### src/rtl/jstepper.sv
// ============================================================================
//  Module      : jstepper
//  Description : CPU clock-phase generator and one-hot step ring counter.
//                A tick is four phases of DIV system clocks each. clk_e is
//                high in phases 0..2 and clk_s in phase 1 only, so clk_s is
//                always nested inside clk_e by at least DIV clocks on each side.
//                The step ring advances once per tick at the tick boundary
//                (phase 3, last divider count). At that boundary halt freezes
//                everything and restart forces the ring back to step 0.
//  Options     : JSTEPPER_SINGLE_STEP_EN - adds step_req and a sticky request
//                flag. Without a pending request every boundary behaves as a
//                halt, so each step_req gives exactly one tick.
//  Revision    : 1.0 - initial release
// ============================================================================
`default_nettype none

module jstepper #(
    parameter int NSTEPS = 6,
    parameter int DIV    = 1
) (
    input  logic              clk,
    input  logic              reset,
    input  logic              halt,
    input  logic              restart,
`ifdef JSTEPPER_SINGLE_STEP_EN
    input  logic              step_req,
`endif
    output logic              clk_e,
    output logic              clk_s,
    output logic [NSTEPS-1:0] step,
    output logic              cycle_end
);

    // Divider counter width; a one-bit counter is kept even when DIV == 1.
    localparam int CW = (DIV > 1) ? $clog2(DIV) : 1;

    localparam logic [CW-1:0]     DIV_LAST   = CW'(DIV - 1);
    localparam logic [CW-1:0]     DIV_ONE    = CW'(1);
    localparam logic [NSTEPS-1:0] STEP_FIRST = {{(NSTEPS-1){1'b0}}, 1'b1};

    // Clock phase encoding within one CPU tick.
    localparam logic [1:0] PH_0 = 2'd0;
    localparam logic [1:0] PH_1 = 2'd1;
    localparam logic [1:0] PH_2 = 2'd2;
    localparam logic [1:0] PH_3 = 2'd3;

    logic [CW-1:0]     div_cnt_q, div_cnt_d;
    logic [1:0]        phase_q,   phase_d;
    logic [NSTEPS-1:0] step_q,    step_d;

    logic              div_last;
    logic              boundary;
    logic              stall;
    logic              advance;

    // Boundary detection: last system clock of phase 3 ends the tick.
    always_comb begin
        div_last = (div_cnt_q == DIV_LAST);
        boundary = div_last && (phase_q == PH_3);
    end

`ifdef JSTEPPER_SINGLE_STEP_EN
    logic flag_q, flag_d;

    // With no pending step request a boundary stalls exactly like halt.
    always_comb begin
        stall = halt || !flag_q;
    end

    // Sticky request flag: set by step_req, consumed by an advancing boundary
    // unless a fresh request lands on that same clock.
    always_comb begin
        flag_d = flag_q || step_req;
        if (advance && !step_req) begin
            flag_d = 1'b0;
        end
    end

    // Request flag register.
    always_ff @(posedge clk) begin
        if (reset) begin
            flag_q <= 1'b0;
        end else begin
            flag_q <= flag_d;
        end
    end
`else
    // Free-running ring: only halt can stall a boundary.
    always_comb begin
        stall = halt;
    end
`endif

    // A boundary that is not stalled leaves the tick and moves the ring.
    always_comb begin
        advance = boundary && !stall;
    end

    // Next-state for divider, phase and step ring.
    always_comb begin
        div_cnt_d = div_cnt_q;
        phase_d   = phase_q;
        step_d    = step_q;
        if (!div_last) begin
            div_cnt_d = div_cnt_q + DIV_ONE;
        end else if (phase_q != PH_3) begin
            div_cnt_d = '0;
            phase_d   = phase_q + 2'd1;
        end else if (advance) begin
            // Tick boundary: restart wins over normal rotation. While stalled
            // the divider and phase are simply held at the boundary.
            div_cnt_d = '0;
            phase_d   = PH_0;
            if (restart) begin
                step_d = STEP_FIRST;
            end else begin
                step_d = {step_q[NSTEPS-2:0], step_q[NSTEPS-1]};
            end
        end
    end

    // State registers; reset abandons any partial tick immediately.
    always_ff @(posedge clk) begin
        if (reset) begin
            div_cnt_q <= '0;
            phase_q   <= PH_0;
            step_q    <= STEP_FIRST;
        end else begin
            div_cnt_q <= div_cnt_d;
            phase_q   <= phase_d;
            step_q    <= step_d;
        end
    end

    // Output decode. Phase 3 is also the halted phase, so the enable and set
    // strobes are naturally quiet while stalled.
    always_comb begin
        clk_e     = (phase_q == PH_0) || (phase_q == PH_1) || (phase_q == PH_2);
        clk_s     = (phase_q == PH_1);
        step      = step_q;
        cycle_end = advance && (restart || step_q[NSTEPS-1]);
    end

endmodule

`default_nettype wire
### config.mk
export PLATFORM = sky130hd
export DESIGN_NAME = jstepper
export DESIGN_NICKNAME = d
export VERILOG_FILES = /design/src/rtl/jstepper.sv
export SDC_FILE = /design/constraint.sdc
export NUM_CORES = 1
export LEC_CHECK = 0
export CAP_MARGIN = 20
export CORE_AREA = 2 2 39 41
export DETAILED_ROUTE_END_ITERATION = 10
export DIE_AREA = 0 0 41 43
export HOLD_SLACK_MARGIN = 0.03
export SETUP_SLACK_MARGIN = 0.1
export SLEW_MARGIN = 40
export SYNTH_ARGS = -nofsm -noshare
export SYNTH_HDL_FRONTEND = slang
export SYNTH_SLANG_ARGS = --single-unit
### constraint.sdc
create_clock -name clk -period 2.05 [get_ports clk]
set_clock_uncertainty 0.1 [all_clocks]
set_input_delay 0.41 -clock clk [delete_from_list [all_inputs] [get_ports clk]]
set_output_delay 0.41 -clock clk [all_outputs]
set_load 0.005 [all_outputs]
==> results of run 1 <==
[where the power goes]
| part | internal (mW) | switching, mW | leakage [nW] |
|---|---|---|---|
| registers | 0.180 | 0.00369 | 0.0740 |
| clock network | 0.0751 | 0.0629 | 0.0150 |
| logic | 0.0228 | 0.0163 | 0.147 |
| total | 0.278 | 0.0829 | 0.236 |
[path summary, 6_finish.rpt]
check,start,endpoint,slack [ns],cells after the start
setup / recovery,phase_q[0],clk_s,0.21,3
hold / removal,step[2],step[2],0.38,2
hold reg to reg,step[2],step[2],0.38,2
setup reg to reg,phase_q[0],phase_q[1],0.67,4
[worst max-delay path, stage by stage, from the launching register on]
cell,delay (ns)
dfxtp_2,0.32
buf_4,0.13
ha_1,0.18
clkdlybuf4s50_1,0.43
[layer usage]
layer	routed length, um	global-route usage, %	up-vias
li1	-	-	186
met1	368	15.0	158
met2	380	14.7	8
met3	30	1.57	4
met4	31	12.0	0
met5	0	0	-
[sequential cells by signal, summed over array words and instances, names as in the netlist]
register and cells:
div_cnt_q 1, phase_q 2, step 6
[layout make-up]
cell class | instances | share of cell area, %
Tap cell | 16 | 3.10
Sequential cell | 9 | 28.3
Inverter | 2 | 1.16
Clock buffer | 4 | 4.07
Timing Repair Buffer | 18 | 25.6
Multi-Input combinational cell | 29 | 37.8
[stage by stage]
| step | total power, mW | setup WS (ns) | instance area, sq um |
|---|---|---|---|
| after floorplan | 0.203 | 0.528 | 435 |
| after global placement | 0.223 | -0.136 | 593 |
| after detailed placement | 0.223 | -0.139 | 593 |
| after CTS | 0.367 | 0.102 | 643 |
| after global routing | 0.379 | 0.169 | 646 |
| final | 0.361 | 0.213 | 646 |
[layout by cell type, fill, tap and decap left out]
| cell type | Yosys | final |
|---|---|---|
| a2111o_1 | 1 | 1 |
| a21oi_1 | 1 | 1 |
| buf_4 | 1 | 6 |
| clkbuf_1 | 0 | 1 |
| clkbuf_4 | 0 | 3 |
| clkdlybuf4s50_1 | 0 | 9 |
| conb_1 | 1 | 1 |
| dfxtp_1 | 9 | 7 |
| dfxtp_2 | 0 | 2 |
| dlygate4sd2_1 | 0 | 2 |
| dlymetal6s2s_1 | 0 | 1 |
| ha_1 | 2 | 1 |
| ha_2 | 0 | 1 |
| inv_1 | 2 | 2 |
| mux2i_1 | 6 | 6 |
| nand2b_1 | 6 | 6 |
| nor2_1 | 1 | 1 |
| nor3_1 | 1 | 1 |
| nor3b_4 | 0 | 1 |
| o21a_1 | 1 | 1 |
| o21ai_0 | 1 | 1 |
| o31ai_1 | 1 | 1 |
| or3b_1 | 5 | 5 |
| or4_1 | 1 | 1 |
[cells by family (layout without fill, tap and decap cells)]
family                   Yosys count  in the layout  share of synthesized area [%]
AO/OA/AOI/OAI                      5              5                           8.33
adder cells (fa/ha/maj)            2              2                           5.75
buffers and inverters              4             24                           4.60
flip-flops                         9              9                           41.4
multiplexers                       6              6                           13.8
other                              1              1                          0.861
AND/OR/NAND/NOR                   15             15                           25.3
[what timing repair did]
item                       in CTS  in global routing
gates resized for setup         6                  1
setup buffers                   2                  0
pin swaps                       1                  0
cloned                          0                  0
setup endpoints to repair       2                  1
==> reports/metrics.yaml, run 1 <==
start_util_pct: 31.5
maxCapViolCount: 0
yosysMostFrequentCell: "dfxtp_1"
ys_warn_count: 0
layout_worst_path_cycle_share_pct: 89.6
synth_commonest_cells: "9 x dfxtp_1, 6 x mux2i_1, 6 x nand2b_1"
end_kind: "primary output"
gp_congestion: 0.699
num_rows: 14
slew_violations: 0
drc: 0
cp-start-kind: "register"
status: "completed"
die_h_um: 43
cts.htree.levels: 1
synth-seq-cells: 9
dp.cells: 72
vias: 356
finalNonFillerCells: 78
regArea_sq_um: 183
dp_hpwl_um: 566
clockRootBuffer: "clkbuf_4"
clock_sinks: 9
multi_input_area_sq_um: 244
syn_nets: 48
fin_util_pct: 46.7
critical_path_class: "reg -> out"
yosysUniqueCellTypes: 18
die_x_um: 41
syn2layout_area_growth_pct: 48.3
grt_pass1_vias: 334
worst_ep_arrival_time_ns: 1.33
fin_nets: 69
max_freq_ghz: 0.544
synth_ff_type: "dfxtp_1"
grt_max_degree: 17
layout-drive-gt1-share_pct: 21.0
port-buffer-count: 12
cts_hold_buf: 0
wire_per_inst_um: 10.4
cts_tree: "built"
fill_cells: 130
min_path_type: "reg -> reg"
ys_top_cells_by_area: "dfxtp_1 41%, mux2i_1 14%, or3b_1 10%"
cp.required_ns: 1.54
insertion_delay_ns: 0.26
grt_pass1_wl_um: 1320
power.density_nw_per_um2: 559
peakVddDrop_uv: 274
drt_iter0_markers: 2
syn_avg_cell_area_sq_um: 10.4
dieArea_sq_um: 1760
track_usage_pct: 11.5
synth_area_leader_cell: "dfxtp_1"
fin_crit_ns: 1.84
tns_ns: 0
drt_wl_total_um: 811
synth_edf_count: 0
fin_hold_ws_ns: 0.383
synth_top_area_share_pct: 41.4
netlist_area_sq_um: 435
antenna_left: 0
clk_pin_slew_worst_paths_ns: 0.06
cp_max_fo: 3
ys_async_sr_fraction_pct: 0
rsz0062_at_grt: "no"
postSynthCellCount: 42
grt_antenna_before_repair: 0
diodes: 0
core_sq_um: 1380
vias_per_cell: 4.56
design.portCount: 13
gr-total-overflow: 0
hold_violations: 0
cts_buffers: 3
drtPass1Iterations: 4
p_leak_nw: 0.236
report.final.setup_viol: 0
cts_max_path_buffers: 2
ys_seq_area_share_pct: 41.4
Power figures use the tool's default switching activity.
==> inputs of run 2 (changes only) <==
Settings changed: CTS_BUF_LIST set to sky130_fd_sc_hd__clkbuf_16, TNS_END_PERCENT set to 30.
==> reports/metrics.yaml, run 2 (synthesis results as in run 1) <==
diodes: 0  # unchanged
power_frac_seq_pct: 33.0  # -18 points
rrSetupSlack_ns: 0.68  # about the same
hold_end: "step[2]"
layout-drive-gt1-share_pct: 21.0  # unchanged
hold_path_depth: 2  # unchanged
mostFrequentLayoutCells: "10 x clkdlybuf4s50_1, 7 x dfxtp_1, 6 x nand2b_1, 6 x mux2i_1, 6 x buf_4"
num_rows: 14  # unchanged
track_usage_pct: 12.5  # +1.0 points
report.final.setup_viol: 0  # unchanged
fin_crit_ns: 1.90  # +0.0609 ns
grt_pass1_vias: 339  # +1.5%
swShare_pct: 18.3  # -4.6 points
vias_per_cell: 4.53  # -0.84%
dieArea_sq_um: 1760  # unchanged
clockRootBuffer: "clkbuf_16"
die_h_um: 43  # unchanged
peakVddDrop_uv: 462  # +69%
start_util_pct: 31.5  # unchanged
worstHoldStart: "step[2]"
cell_internal_pwr_uw: 459  # +65%
finalNonFillerCells: 78  # unchanged
rr_worst_depth: 4  # unchanged
layout_worst_path_cycle_share_pct: 92.6  # +3.0 points
clock_sinks: 9  # unchanged
drc: 0  # unchanged
clk_pin_slew_worst_paths_ns: 0.04  # -0.02 ns
largest_register_ffs: 6  # unchanged
p_leak_nw: 0.264  # +12%
core_sq_um: 1380  # unchanged
dp.cells: 72  # unchanged
timing.final.ws_setup_ns: 0.152  # -0.0609 ns
insertion_delay_ns: 0.23  # -0.03 ns
cp.required_ns: 1.54  # about the same
grt_antenna_before_repair: 0  # unchanged
switchingPower_uw: 103  # +24%
crit_start: "phase_q[0]"
cp_max_fo: 4  # +1
r2r-start: "phase_q[0]"
rsz0062_at_grt: "no"
p_total_uw: 562  # +56%
cts.htree.levels: 1  # unchanged
cts_max_path_buffers: 2  # unchanged
layout_commonest_cell: "clkdlybuf4s50_1"
slew_violations: 0  # unchanged
hold_violations: 0  # unchanged
tns_ns: 0  # unchanged
dpl_cell_area_sq_um: 593  # unchanged
postLayoutCellArea_sq_um: 696  # +7.8%
port-buffer-count: 12  # unchanged
max_freq_ghz: 0.527  # -3.2%
gr-total-overflow: 0  # unchanged
fin_hold_ws_ns: 0.379  # -0.00400 ns
clkPwrFrac_pct: 60.0  # +22 points
drt_iter0_markers: 4  # +2
grt_max_degree: 17  # unchanged
cts_tree: "built"
cts_buffers: 3  # unchanged
status: "completed"
pwr-share-comb_pct: 7.0  # -3.8 points
end_kind: "primary output"
maxCapViolCount: 0  # unchanged
grt_pass1_wl_um: 1390  # +5.2%
antenna_left: 0  # unchanged
fin_util_pct: 50.3  # +3.6 points
critical_path_class: "reg -> out"
fin_nets: 69  # unchanged
dp_hpwl_um: 566  # unchanged
dp_slack_ns: -0.139  # unchanged
vias: 353  # -0.84%
die_x_um: 41  # unchanged
drtPass1Iterations: 4  # unchanged
r2r-end: "phase_q[1]"
power.density_nw_per_um2: 808  # +44%
worst_ep_arrival_time_ns: 1.39  # +0.06 ns
drt_wl_total_um: 830  # +2.3%
syn2layout_area_growth_pct: 59.8
cp-start-kind: "register"
design.portCount: 13  # unchanged
wire_per_inst_um: 10.6  # +2.3%
min_path_type: "reg -> reg"
gp_congestion: 0.699  # unchanged
==> run 2: changes by cell type in the layout (fill, tap and decap cells not counted), sizes merged <==
| cell | previous run | this run |
|---|---|---|
| clkbuf | 4 | 3 |
| dlymetal6s2s | 1 | 0 |
| clkdlybuf4s50 | 9 | 10 |
| inv | 2 | 3 |
==> run 2: layer usage <==
metal,part of all wire [%],vias up,wire [um],GRT usage [%]
met5,0,-,0,0
met1,47,154,386,16.3
met3,4.6,4,38,4.71
met4,4.6,0,38,12.0
li1,-,187,-,-
met2,44,8,367,14.7
==> run 2: power groups by stage <==
stage          combinational [mW]  clock [mW]  sequential [mW]
2_1_floorplan              0.0159           0            0.187
3_3_place_gp               0.0351           0            0.188
3_5_place_dp               0.0356           0            0.188
4_1_cts                    0.0398       0.344            0.185
5_1_grt                    0.0442       0.357            0.185
6_report                   0.0393       0.337            0.185
==> run 2: final cells by class <==
cell class | instances | area, sq um
Tap cell | 16 | 20.0
Sequential cell | 9 | 183
Timing Repair Buffer | 18 | 163
Clock buffer | 3 | 75.1
Clock inverter | 1 | 3.75
Inverter | 2 | 7.51
Multi-Input combinational cell | 29 | 244
Fill cell | 123 | 688
==> run 2: what timing repair did <==
action / 4_1_cts / 5_1_grt
resized for setup: 6 / 0
hold endpoints to repair: 0 / 0
setup buffers: 2 / 0
endpoints found under the setup margin: 2 / 0
hold buffers: 0 / 0
==> run 2: worst max-delay path by stage <==
stage | slack [ns] | endpoint | cells after the start
finish | 0.15 | clk_e | 4
global route | 0.11 | clk_e | 4
CTS | 0.14 | clk_e | 4
detailed placement | -0.14 | cycle_end | 4
global placement | -0.14 | cycle_end | 4
floorplan | 0.53 | cycle_end | 4
==> run 2: critical path, cell delays in order, from the launching register on <==
cell	delay, ns
dfxtp_2	0.31
ha_2	0.18
buf_4	0.14
inv_1	0.04
clkdlybuf4s50_1	0.49
